File: config.mk
export PLATFORM = sky130hd
export DESIGN_NAME = service_display_arbiter
export DESIGN_NICKNAME = d
export VERILOG_FILES = /design/src/rtl/service_display_arbiter.sv
export SDC_FILE = /design/constraint.sdc
export NUM_CORES = 1
export LEC_CHECK = 0
export CAP_MARGIN = 10
export CORE_MARGIN = 1.5
export CORE_UTILIZATION = 44
export CTS_CLUSTER_SIZE = 16
export DETAILED_ROUTE_END_ITERATION = 10
export MAX_ROUTING_LAYER = met4
export PLACE_DENSITY = 0.93
export REMOVE_ABC_BUFFERS = 1
export SLEW_MARGIN = 20
export SYNTH_ARGS = -nofsm -noshare
export SYNTH_HDL_FRONTEND = slang
export SYNTH_SLANG_ARGS = --single-unit
File: constraint.sdc
create_clock -name clk -period 5.2 [get_ports clk]
set_input_delay 0.52 -clock clk [delete_from_list [all_inputs] [get_ports clk]]
set_output_delay 0.52 -clock clk [all_outputs]
set_load 0.1 [all_outputs]
File: src/rtl/service_display_arbiter.sv
// Grants one of four services the shared 4-digit display and push buttons, then hands the display back to the clock.
// Optional idle-timeout revocation is enabled by defining SVC_ARB_TIMEOUT_EN.
module service_display_arbiter #(
  parameter int HOLD_CYC    = 4,
  parameter int TIMEOUT_CYC = 1000
) (
  input  logic        clk,
  input  logic        reset,
  input  logic [3:0]  svc_req,
  input  logic [3:0]  svc_finish,
  input  logic [63:0] svc_num,
  input  logic [15:0] svc_an,
  input  logic [15:0] time_num,
  input  logic [4:0]  push_in,
  output logic [19:0] push_out,
  output logic [3:0]  grant,
  output logic [3:0]  svc_led,
  output logic [15:0] num,
  output logic [3:0]  an,
  output logic        busy,
  output logic        conflict
);

  typedef enum logic [2:0] {S_IDLE, S_ARM, S_ACTIVE, S_DONE, S_RELEASE} state_t;

  localparam int HW = $clog2(HOLD_CYC + 1);
  localparam logic [HW-1:0] HOLD_LAST = HW'(HOLD_CYC - 1);

  // Reject nonsensical configurations at elaboration.
  if (HOLD_CYC < 1 || TIMEOUT_CYC < 1) begin : g_bad_cfg
    $error("service_display_arbiter: HOLD_CYC and TIMEOUT_CYC must be >= 1");
  end

  state_t          state;
  logic [1:0]      owner;
  logic [15:0]     held_word;
  logic [HW-1:0]   hold_cnt;

`ifdef SVC_ARB_TIMEOUT_EN
  localparam int TW = $clog2(TIMEOUT_CYC + 1);
  localparam logic [TW-1:0] IDLE_LAST = TW'(TIMEOUT_CYC - 1);
  logic [TW-1:0]   idle_cnt;
`endif

  logic [1:0]  req_idx;
  logic        req_multi;
  logic        own_req;
  logic        own_fin;
  logic [15:0] own_num;
  logic [3:0]  own_an;

  always_comb begin
    if (svc_req[0])      req_idx = 2'd0;
    else if (svc_req[1]) req_idx = 2'd1;
    else if (svc_req[2]) req_idx = 2'd2;
    else                 req_idx = 2'd3;
    req_multi = (svc_req & (svc_req - 4'd1)) != 4'd0;
    own_req   = svc_req[owner];
    own_fin   = svc_finish[owner];
    own_num   = svc_num[int'(owner) * 16 +: 16];
    own_an    = svc_an[int'(owner) * 4 +: 4];
  end

  // Buttons reach only the owner, and only once it is fully active.
  always_comb begin
    push_out = '0;
    if (state == S_ACTIVE) push_out[int'(owner) * 5 +: 5] = push_in;
  end

  // NOTE: every register here uses non-blocking assignment so all outputs update from the same pre-edge state.
  always_ff @(posedge clk or posedge reset) begin
    if (reset) begin
      state     <= S_IDLE;
      owner     <= 2'd0;
      held_word <= 16'h0000;
      hold_cnt  <= '0;
      grant     <= 4'b0000;
      svc_led   <= 4'b0000;
      busy      <= 1'b0;
      conflict  <= 1'b0;
      num       <= 16'h0000;
      an        <= 4'b0000;
`ifdef SVC_ARB_TIMEOUT_EN
      idle_cnt  <= '0;
`endif
    end else begin
      conflict <= 1'b0;

      case (state)
        S_ACTIVE: begin num <= own_num;   an <= own_an;  end
        S_DONE:   begin num <= held_word; an <= 4'b1111; end
        default:  begin num <= time_num;  an <= 4'b1111; end
      endcase

      case (state)
        S_IDLE: if (svc_req != 4'b0000) begin
          owner    <= req_idx;
          grant    <= 4'b0001 << req_idx;
          svc_led  <= 4'b0001 << req_idx;
          busy     <= 1'b1;
          conflict <= req_multi;
          state    <= S_ARM;
        end
        S_ARM: begin
          if (!own_req) begin
            grant   <= 4'b0000;
            svc_led <= 4'b0000;
            state   <= S_RELEASE;
          end else if (push_in == 5'b00000) begin
            state   <= S_ACTIVE;
`ifdef SVC_ARB_TIMEOUT_EN
            idle_cnt <= '0;
`endif
          end
        end
        S_ACTIVE: begin
          // Finish takes priority over a simultaneous request drop.
          if (own_fin) begin
            held_word <= own_num;
            hold_cnt  <= '0;
            grant     <= 4'b0000;
            svc_led   <= 4'b0000;
            state     <= S_DONE;
          end else if (!own_req) begin
            grant     <= 4'b0000;
            svc_led   <= 4'b0000;
            state     <= S_RELEASE;
          end
`ifdef SVC_ARB_TIMEOUT_EN
          else if (push_in != 5'b00000) begin
            idle_cnt  <= '0;
          end else if (idle_cnt == IDLE_LAST) begin
            grant     <= 4'b0000;
            svc_led   <= 4'b0000;
            state     <= S_RELEASE;
          end else begin
            idle_cnt  <= idle_cnt + 1'b1;
          end
`endif
        end
        S_DONE: begin
          if (hold_cnt == HOLD_LAST) state <= S_RELEASE;
          else                       hold_cnt <= hold_cnt + 1'b1;
        end
        S_RELEASE: if (!own_req) begin
          busy  <= 1'b0;
          state <= S_IDLE;
        end
        default: state <= S_IDLE;
      endcase
    end
  end

endmodule
-- After elaboration in Yosys (flattened, before gate mapping)
Cells that the tools add are included.
- add/sub/neg operators: 3
- multipliers: 1
- $lt $le $gt $ge: 1
- equality and inequality tests: 12
- shift-type cells: 5
- mux-type cells: 33
- bitwise gates (word level): 2
- reduce and logical (&&, ||, !) cells: 13
- operators with widths (cell ; count):
    64-bit by 7-bit variable part select with 16-bit output ; 1
    5-bit negator with 33-bit output ; 1
    5-bit by 33-bit variable shift with 20-bit output, first input constant ; 1
    5-bit by 33-bit variable part select with 20-bit output ; 1
    16-bit one-hot mux with 2 select lines ; 1
    3-bit 2-to-1 mux ; 9
    4-bit 2-to-1 mux ; 6
    4-bit one-hot mux with 3 select lines ; 2
    20-bit bitwise AND ; 1
    20-bit 2-to-1 mux ; 1
    16-bit by 5-bit variable part select with 4-bit output ; 1
    3-bit one-hot mux with 5 select lines ; 1
    2-bit != test, second input constant ; 5
    3-bit by 2-bit == test with 1-bit output, second input constant ; 3
    4-bit nonzero test ; 2
    1-bit 2-to-1 mux ; 7
    3-bit != test, second input constant ; 2
    3-bit one-hot mux with 2 select lines ; 1
    2-bit AND reduction ; 3
    3-bit AND reduction ; 2
    5-bit logical NOT ; 1
    2-bit by 3-bit multiplier with 5-bit output, second input constant ; 1
    5-bit AND reduction ; 1
    4-bit bitwise AND ; 1
    other kinds (12) ; 15
- register bits after elaboration: 54
- input bits: 111
- logic and storage cells: 80

-- Longest topological paths before layout
- depth in word-level cells: 6
- mapped depth: 7
- gate-level depth less buffers: 5

-- Worst setup path after synthesis
Ideal clock, no wire load.
- path kind: reg2out
- start point: register owner[1]
- end point: output port push_out[0]
- arrival time: 2.589 ns
- required time: 4.680 ns
- slack: 2.091 ns
- stages on the path, launching flop included: 7
- path buffers: 2
- path through: dfrtp_1 clkbuf_1 buf_1 inv_1 ha_1 nor4_1 and2_1
- cells in the longest elaborated chain, start to end: 5
- ends and longest elaborated chain (item ; line ; RTL):
    start, declared ; 35 ; logic [1:0] owner;
    start signal, assigned ; 97 ; owner <= req_idx;
    2-bit by 3-bit multiplier with 5-bit output (*) ; 67 ; if (state == S_ACTIVE) push_out[int'(owner) * 5 +: 5] = push_in;
    5-bit negator with 33-bit output (*) ; 67 ;
    5-bit by 33-bit variable part select with 20-bit output or 5-bit by 33-bit variable shift with 20-bit output (tied branches) ; 67 ;
    20-bit bitwise AND (no line) (*) ; - ;
    20-bit 2-to-1 mux (*) ; 67 ;
    end, declared ; 15 ; output logic [19:0] push_out,
Mark *: on every way between the ends. The rest lies on a longest branch, timed or not.

-- Worst setup path in the final report
- start point: register owner[0]
- end point: output port push_out[4]
The elaborated chain is that of the path after synthesis.

==> flow_summary.rst <==
.. list-table::
   :header-rows: 1

   * - Metric
     - Value
   * - Result of the run
     - completed
   * - Total of buffers placed on input and output ports
     - 160
   * - Fin area
     - 4970 um^2
   * - Number of gates given a new drive strength after cts
     - 0
   * - Area used by multi-input combinational logic
     - 1710 um^2
   * - Class of the worst hold path
     - register to register
   * - Wire length of the first global-routing pass
     - 13300 um
   * - Clock tree from TritonCTS
     - yes
   * - Max-capacitance violation count
     - 0
   * - Routed WL
     - 8760 um
   * - Total global routing overflow
     - 0
   * - Slew of the pin with the lowest slew margin
     - 1010 ps
   * - Routability congestion estimate from global placement
     - 0.758
   * - Max-Slew Margin vs Limit
     - 0.321
   * - Root Buffer
     - sky130_fd_sc_hd__clkbuf_8
   * - First-pass iteration count of the detailed router
     - 6
   * - Clock latency of the later-clocked register in the worst-skew pair
     - 300 ps
   * - Hold buffer count at CTS
     - 0
   * - Post-synthesis sequential area ratio
     - 0.423
   * - Number of vias per cell
     - 5.32
   * - Crit share post-route
     - 0.825
   * - Placed cell area
     - 4860 um^2
   * - Cell count after synthesis
     - 278
   * - Count of pins on the block boundary
     - 161
   * - Worst clock skew
     - 14.7 ps
   * - Final Max Slew Viols
     - 0
   * - Static Leakage
     - 0.00206 uW
   * - Register area
     - 1350 um^2
   * - Number of antenna violations at the first check in global routing
     - 0
   * - Worst Setup Slack post-DPL
     - 1190 ps
   * - Final Hold Viols
     - 0
   * - Number of failing setup endpoints in the final timing report
     - 0
   * - Vias in the first global route
     - 2896
   * - Setup repair after global routing missed its margin
     - false
   * - Fmax
     - 233 MHz
   * - Inst Count DP
     - 521
   * - Largest cells by area after synthesis
     - sky130_fd_sc_hd__dfrtp_1 (42%), sky130_fd_sc_hd__mux4_2 (13%), sky130_fd_sc_hd__mux2_2 (6.7%)
   * - Critical setup path kind
     - register to primary output
   * - H-tree depth
     - 2
   * - Count of synthesis-stage warnings from yosys
     - 0
   * - Leading area contributor after synthesis
     - sky130_fd_sc_hd__dfrtp_1
   * - Fraction of layout cells with a size suffix above 1
     - 0.146
   * - Crit path max-delay family
     - buffers and inverters
   * - Std-Cell Core Area
     - 6910 um^2
   * - Kind of end point of the critical path
     - primary output
   * - Count of unique library cells instantiated by Yosys
     - 42
   * - Data required time of the critical path
     - 4680 ps
   * - Growth of design area from synthesis to finish
     - 55.6%
   * - Top-area cell type share of the netlist area
     - 0.423
   * - Worst Path Arrival
     - 3770 ps
   * - DRC viols
     - 0
   * - Routed via count
     - 2808
   * - Die Ht
     - 88.2 um
   * - Pin count of the biggest net entering global routing
     - 55
   * - Filler instances
     - 536
   * - Worst supply voltage drop on vdd
     - 0.351 mV
   * - Post-CTS clock slew at the launch and capture registers of the worst setup and hold paths
     - 90 ps
   * - Post-layout nets
     - 550
   * - Area enclosed by the die boundary
     - 7780 um^2
   * - Die width
     - 88.2 um
   * - Pwr per Cell Area
     - 536 nW/um^2
   * - Number of buffers inserted during clock tree synthesis
     - 5
   * - Delay contributed by the slowest stage of the critical path
     - 1140 ps
   * - GRT Resource Usage Total
     - 0.230
   * - Count of flip-flops with a built-in enable after synthesis
     - 0
   * - Average cell area after synthesis
     - 11.5 um^2
   * - Top post-synthesis cells by count
     - sky130_fd_sc_hd__dfrtp_1 (54), sky130_fd_sc_hd__o21ai_0 (29), sky130_fd_sc_hd__nand2_1 (22), sky130_fd_sc_hd__and2_1 (20)
   * - Crit path buf inv count
     - 2
   * - Placed wire-length estimate after detailed placement
     - 6600 um
   * - Number of storage elements in the synthesis netlist
     - 54
   * - Fin crit period
     - 4290 ps
   * - Final setup TNS
     - 0 ps
   * - Sequence of cells on the critical path
     - inv_1 -> ha_1 -> nor4_1 -> and2_1 -> clkdlybuf4s50_1
   * - Cell with the largest stage delay on the worst path
     - sky130_fd_sc_hd__clkdlybuf4s50_1
   * - 1st-iter DRT viols
     - 94
   * - Mapped cell area
     - 3200 um^2
   * - Setup fix buffers added after clock tree synthesis
     - 0
   * - Min setup slack post-route
     - 910 ps
   * - CP Launch Type
     - register
   * - Detail Route Antenna Nets
     - 0
   * - Largest buffer count on any clock path
     - 2
   * - Total inserted antenna cells
     - 0
   * - Clock Sinks
     - 54
   * - Top fanout value on the critical path
     - 30
   * - Most frequently used cell type in the post-synthesis netlist
     - sky130_fd_sc_hd__dfrtp_1
   * - Wire length per cell
     - 16.6 um
   * - Post-layout instance count excluding filler cells
     - 528
   * - Post-synth ARST share
     - 1.00
   * - Initial Utilization
     - 0.463
   * - Number of placement rows
     - 30
   * - Flip-flop cell with the highest count after synthesis
     - sky130_fd_sc_hd__dfrtp_1
-- where the power goes --
part	total [uW]	internal, uW	switching [uW]
Sequential	742	584	157
Combinational	1630	619	1010
Clock	289	154	134
Total	2660	1360	1310
-- area by class of cell --
class,instances,area share
clock inverters,1,0.00604
well taps,96,0.0242
clock buffers,6,0.0166
flip-flops and latches,54,0.272
multi-input cells,192,0.344
inverters,15,0.0113
repair buffers,164,0.326
-- final timing paths --
kind | slack [ps] | from | depth (start not counted) | endpoint
worst max-delay path | 910 | owner[0] | 5 | push_out[4]
worst min-delay path | 510 | held_word[12] | 1 | held_word[12]
max in group asynchronous | 3980 | reset | 3 | owner[0]
min in group asynchronous | 720 | reset | 3 | num[1]
worst min register to register | 510 | held_word[12] | 1 | held_word[12]
worst max register to register | 2570 | owner[0] | 3 | held_word[11]
-- logic make-up (layout without fill, tap and decap cells) --
family,Yosys count,after routing,synth area share
buffers and inverters,32,186,0.0423
adders and majority gates,8,8,0.0305
DFF,54,54,0.423
AOI/OAI and AO/OA,50,50,0.0983
and+or+nand+nor,77,77,0.130
muxes,57,57,0.276
-- layout by cell type (no fill, tap or decap), drive strengths merged, types with 8 or more instances in the layout --
| cell | netlist | routed |
|---|---|---|
| nand2 | 22 | 22 |
| mux2i | 16 | 16 |
| inv | 15 | 15 |
| mux2 | 19 | 19 |
| buf | 8 | 8 |
| mux4 | 22 | 22 |
| clkdlybuf4s50 | 0 | 156 |
| nor2 | 10 | 10 |
| o21ai | 29 | 29 |
| and2 | 20 | 20 |
| dfrtp | 54 | 54 |
-- layer usage --
layer,share of wire,global-route usage
met1,0.39,0.257
met2,0.53,0.422
met3,0.067,0.0457
met4,0.016,0.0582
met5,0,-
-- per-stage QoR --
| stage | hold WS (ps) | util | total power [uW] |
|---|---|---|---|
| floorplan | 472 | - | 1940 |
| global placement | 486 | 0.704 | 2330 |
| detailed placement | 493 | 0.704 | 2390 |
| CTS | 514 | 0.720 | 2680 |
| global route | 528 | 0.720 | 2810 |
| finish | 512 | 0.720 | 2660 |
-- state kept, by name, indices dropped and copies added (netlist names) --
| name | flops |
|---|---|
| busy | 1 |
| owner | 2 |
| hold_cnt | 3 |
| conflict | 1 |
| state | 3 |
| num | 16 |
| svc_led | 4 |
| grant | 4 |
| held_word | 16 |
| an | 4 |
Power figures use the tool's default switching activity.
==> patch 1, RTL diff (config.mk and constraints unchanged) <==
`HOLD_CYC`: 4 -> 16.
--- a/src/rtl/service_display_arbiter.sv
+++ b/src/rtl/service_display_arbiter.sv
@@ -2,5 +2,5 @@
 // Optional idle-timeout revocation is enabled by defining SVC_ARB_TIMEOUT_EN.
 module service_display_arbiter #(
-  parameter int HOLD_CYC    = 4,
+  parameter int HOLD_CYC    = 16,
   parameter int TIMEOUT_CYC = 1000
 ) (
Formal check against the unedited RTL: not equivalent (Yosys sat finds a counterexample within 10 cycles, from zero or initial values and one cycle with reset high).
==> patch 1 against the original RTL <==
Sequential cell count increased by 2. Synthesized cell count increased by 5.4%. Global-route usage increased by 0.38 points. Design area increased by 0.70%. Synthesized area increased by 3.6%. Wire length increased by 3.2%. Register-to-register slack improved by 210 ps. Setup slack improved by 230 ps. Highest routed layer unchanged. Power decreased by 1.1%.
==> patch 1: results (changes against the original RTL) <==
[status]
run_status=finished, final reports clean

[logic_synthesis]
synth.cells.most_frequent=sky130_fd_sc_hd__dfrtp_1 (56), sky130_fd_sc_hd__nand2_1 (35), sky130_fd_sc_hd__mux4_2 (22), sky130_fd_sc_hd__o21ai_0 (21), sky130_fd_sc_hd__and2_1 (20)
synth_top_cells_by_area=sky130_fd_sc_hd__dfrtp_1 (42%), sky130_fd_sc_hd__mux4_2 (15%), sky130_fd_sc_hd__mux2_2 (5.1%), sky130_fd_sc_hd__mux2i_1 (4.8%), sky130_fd_sc_hd__nand2_1 (4.0%)
synth_sequential_area_ratio_pct=42.3  ; about the same
synth_cell_type_count=45  ; +7.1%
async_sr_flop_fraction_pct=100  ; unchanged
synth-warning-count=0  ; unchanged

[place]
hpwl_microns=6770  ; +2.6%
detailed_place.area_sq_um=4920  ; +1.2%
portBuffers=160  ; unchanged
globalplace.congestion=0.808  ; +6.5%

[global_routing]
grt_util_all_layers_pct=23.4  ; +0.38 points
grt_start_max_net_pins=57  ; +3.6%
grt_pass1_wl_microns=14800  ; +11%
first_global_vias=3117  ; +7.6%
grt_antenna_before_repair=0  ; unchanged

[cts]
cts_repair_resize_count=0  ; unchanged
cts_root_buffer=sky130_fd_sc_hd__clkbuf_8
max-clock-path-buffers=2  ; unchanged
clk_transition_reported_paths_ps=110  ; +20 ps
h-tree-depth=2  ; unchanged
cts_post_setup_buffers_inserted=0  ; unchanged
worst_skew_pair.late_latency_ps=310
total_clock_buffers_created_by_cts=5  ; unchanged

[timing]
clock_skew_ps=9.75  ; -4.91 ps
worst_slew_margin_rel_pct=32.9  ; +0.72 points

[worst_setup_path]
critical_path.top_delay_family=buffers and inverters
reg2reg_setup_slack_ps=2780  ; +210 ps
worst_setup_path_startpoint=owner[0]
critical-path-max-stage-delay_ps=1130
r2r_end=held_word[0]
length_in_cells_of_the_worst_reg_to_reg_path=3  ; unchanged
timing.critical_path.slowest_stage_cell=sky130_fd_sc_hd__clkdlybuf4s50_1
crit_path_max_fanout=28  ; -6.7%
crit_path_end=push_out[0]

[power]
ir_worst_vdd_v=0.000278  ; -21%
power.leakage_nw=2.07  ; +0.39%

[layout]
fraction_of_layout_instances_using_a_drive_strength_above_1_pct=15.8  ; +1.3 points
final_net_count=559  ; +1.6%
synthToLayoutAreaGrowth_pct=51.2
n_antenna_cell=0  ; unchanged
top_regs=held_word (16), num (16), hold_cnt (5)
num-fill-cells=540  ; +0.75%

[drt]
detailedRoute.firstIterationViolations=106  ; +13%
detail_route.vias_per_cell=5.46  ; +2.6%
route.final.wire_length_microns=9050  ; +3.2%
drt-pass1-iter-count=4  ; -2

[worst_hold_path]
worst_hold_path_type=reg2reg

[patch 1: worst min-delay path by stage]
stage	start	end	slack (ps)	depth (start not counted)
after floorplan	held_word[7]	held_word[7]	460	1
after global placement	held_word[8]	held_word[8]	470	1
after detailed placement	held_word[8]	held_word[8]	480	1
after CTS	held_word[8]	held_word[8]	510	1
after global routing	held_word[4]	held_word[4]	530	1
final	held_word[8]	held_word[8]	500	1
[patch 1: cells by family after synthesis]
logic type                 Yosys count  synth area share [%]
and+or+nand+nor                     97                  15.5
buffers and inverters               26                  3.59
muxes                               55                  25.6
AOI/OAI and AO/OA                   49                  9.52
adders and majority gates            8                  2.95
DFF                                 56                  42.3
xor gates and xnor gates             2                 0.529
[patch 1: final cells by class]
class | instances | share of cell area, %
well taps | 99 | 2.47
inverters | 5 | 0.375
clock buffers | 5 | 1.37
multi-input cells | 211 | 35.8
flip-flops and latches | 56 | 28.0
repair buffers | 162 | 31.5
clock inverters | 3 | 0.450
[patch 1: power by group]
part	switching, mW	internal [mW]
registers	0.209	0.605
logic	0.984	0.594
clock network	0.146	0.0969
[patch 1: through the flow]
step	power (mW)	instances	setup WS, ps	hold slack [ps]
after floorplan	1.96	272	1430	464
after global placement	2.34	533	1540	473
after detailed placement	2.40	533	1410	482
after CTS	2.65	541	1060	506
after global routing	2.79	541	883	531
final	2.63	541	1140	501
[patch 1: routing by layer]
| metal | part of all wire [%] | up-vias | wire, microns | GRT usage [%] |
|---|---|---|---|---|
| met5 | 0 | - | 0 | - |
| met4 | 2.5 | 0 | 229 | 7.94 |
| met3 | 6.6 | 19 | 601 | 4.40 |
| met2 | 53 | 147 | 4750 | 41.9 |
| met1 | 38 | 1421 | 3460 | 26.3 |
| li1 | - | 1366 | - | - |
==> patch 2, RTL diff (same flow settings) <==
Made on the original files. Re-encode `state_t` (5 states) as one-hot, 5 bits wide.
--- a/src/rtl/service_display_arbiter.sv
+++ b/src/rtl/service_display_arbiter.sv
@@ -22,5 +22,5 @@
 );
 
-  typedef enum logic [2:0] {S_IDLE, S_ARM, S_ACTIVE, S_DONE, S_RELEASE} state_t;
+  typedef enum logic [4:0] {S_IDLE = 5'b00001, S_ARM = 5'b00010, S_ACTIVE = 5'b00100, S_DONE = 5'b01000, S_RELEASE = 5'b10000} state_t;
 
   localparam int HW = $clog2(HOLD_CYC + 1);
Check against the original RTL: no difference found for any inputs over 10 cycles, from zero or initial values and one cycle with reset high; not proved beyond that.
==> patch 2 against the original RTL <==
Sequential share of layout area rose by 1.1 points. Sequential cell count up 2. Global-route usage rose by 2.7 points. Die area fell by 1.3%. Power shrank 17%. Wire length is 10% higher. Highest routed layer unchanged. Setup slack worse by 100 ps. Synthesized area fell by 1.4%. Design area down 0.30%.
==> patch 2: results (changes against the original RTL) <==
[place]
globalplace.congestion=0.893  ; +18%
hpwl_microns=7400  ; +12%
detailed_place.area_sq_um=4840  ; -0.39%

[power]
power.leakage_nw=2.05  ; -0.27%
power_clock_mw=0.293  ; +1%
power.switching_fraction_pct=46.2  ; -2.8 points
seq_power_share_pct=31.8  ; +4.0 points

[layout]
clock_cell_area_share_pct=2.35  ; +0.083 points
signal_buffer_area_fraction_pct=33.1  ; +0.45 points
area.share.sequential_pct=28.3  ; +1.1 points
multi_input_gate_share_of_the_layout_cell_area_pct=33.5  ; -0.91 points
num-multi-input-gates=193  ; +0.52%
final_net_count=544  ; -1.1%
nonClockBufferCount=165  ; +0.61%
num-fill-cells=487  ; -9.1%
clock_buffers=5  ; -1
top_regs=held_word (16), num (16), state (5)
signal_inverters=5  ; -10

[logic_synthesis]
synth_cell_type_count=43  ; +2.4%
synth_sequential_area_ratio_pct=44.5  ; +2.2 points
syn_inst=269  ; -3.2%
synth.cells.most_frequent=sky130_fd_sc_hd__dfrtp_1 (55), sky130_fd_sc_hd__nand2_1 (41), sky130_fd_sc_hd__and2_1 (22), sky130_fd_sc_hd__mux4_2 (22)

[status]
run_status=finished, final reports clean

[global_routing]
gr_util_met2_pct=46.6  ; +4.4 points
grt_util_all_layers_pct=25.8  ; +2.7 points
grt_pass1_wl_microns=14600  ; +9.8%
groute.layer.met1.usage_pct=28.0  ; +2.4 points

[drt]
vias=2890  ; +2.9%
route.final.wire_length_microns=9670  ; +10%
met3RoutedLength_microns=708  ; +21%
route.met2.wl_microns=5170  ; +11%
wirelength_met1_microns=3580  ; +5.1%
drt-pass1-iter-count=4  ; -2

[worst_setup_path]
crit_path_max_fanout=28  ; -6.7%
worstPathArrival_ps=3870  ; +100 ps

[timing]
clock_skew_ps=11.3  ; -3.37 ps
tightestPinTransition_ps=1030  ; +11.0 ps

[cts]
worst_skew_pair.late_latency_ps=320  ; +20 ps

==> patch 2: path summary, 6_finish.rpt <==
check                           slack (ps)         start            end  depth (start not counted)
worst max-delay path                   810      owner[0]    push_out[8]                          6
worst min-delay path                   500  held_word[8]         num[8]                          2
worst max register to register        2290      owner[0]    hold_cnt[1]                          5
worst min register to register         500  held_word[8]         num[8]                          2
max in group asynchronous             3980         reset       owner[0]                          3
min in group asynchronous              710         reset  held_word[12]                          3
==> patch 2: logic make-up after synthesis <==
logic type	after synthesis	share of synthesized area (%)
fa+ha+maj	8	3.10
mux	39	21.9
compound gates	41	10.1
buf+inv	20	3.02
flops	56	44.5
simple gates	105	17.3
==> patch 2: critical path, stage by stage (launching register included) <==
cell and delay [ps]:
sky130_fd_sc_hd__dfrtp_2 950, sky130_fd_sc_hd__inv_1 260, sky130_fd_sc_hd__ha_1 410, sky130_fd_sc_hd__nand2_1 70
sky130_fd_sc_hd__nor4_1 510, sky130_fd_sc_hd__and2_1 220, sky130_fd_sc_hd__clkdlybuf4s50_1 1140
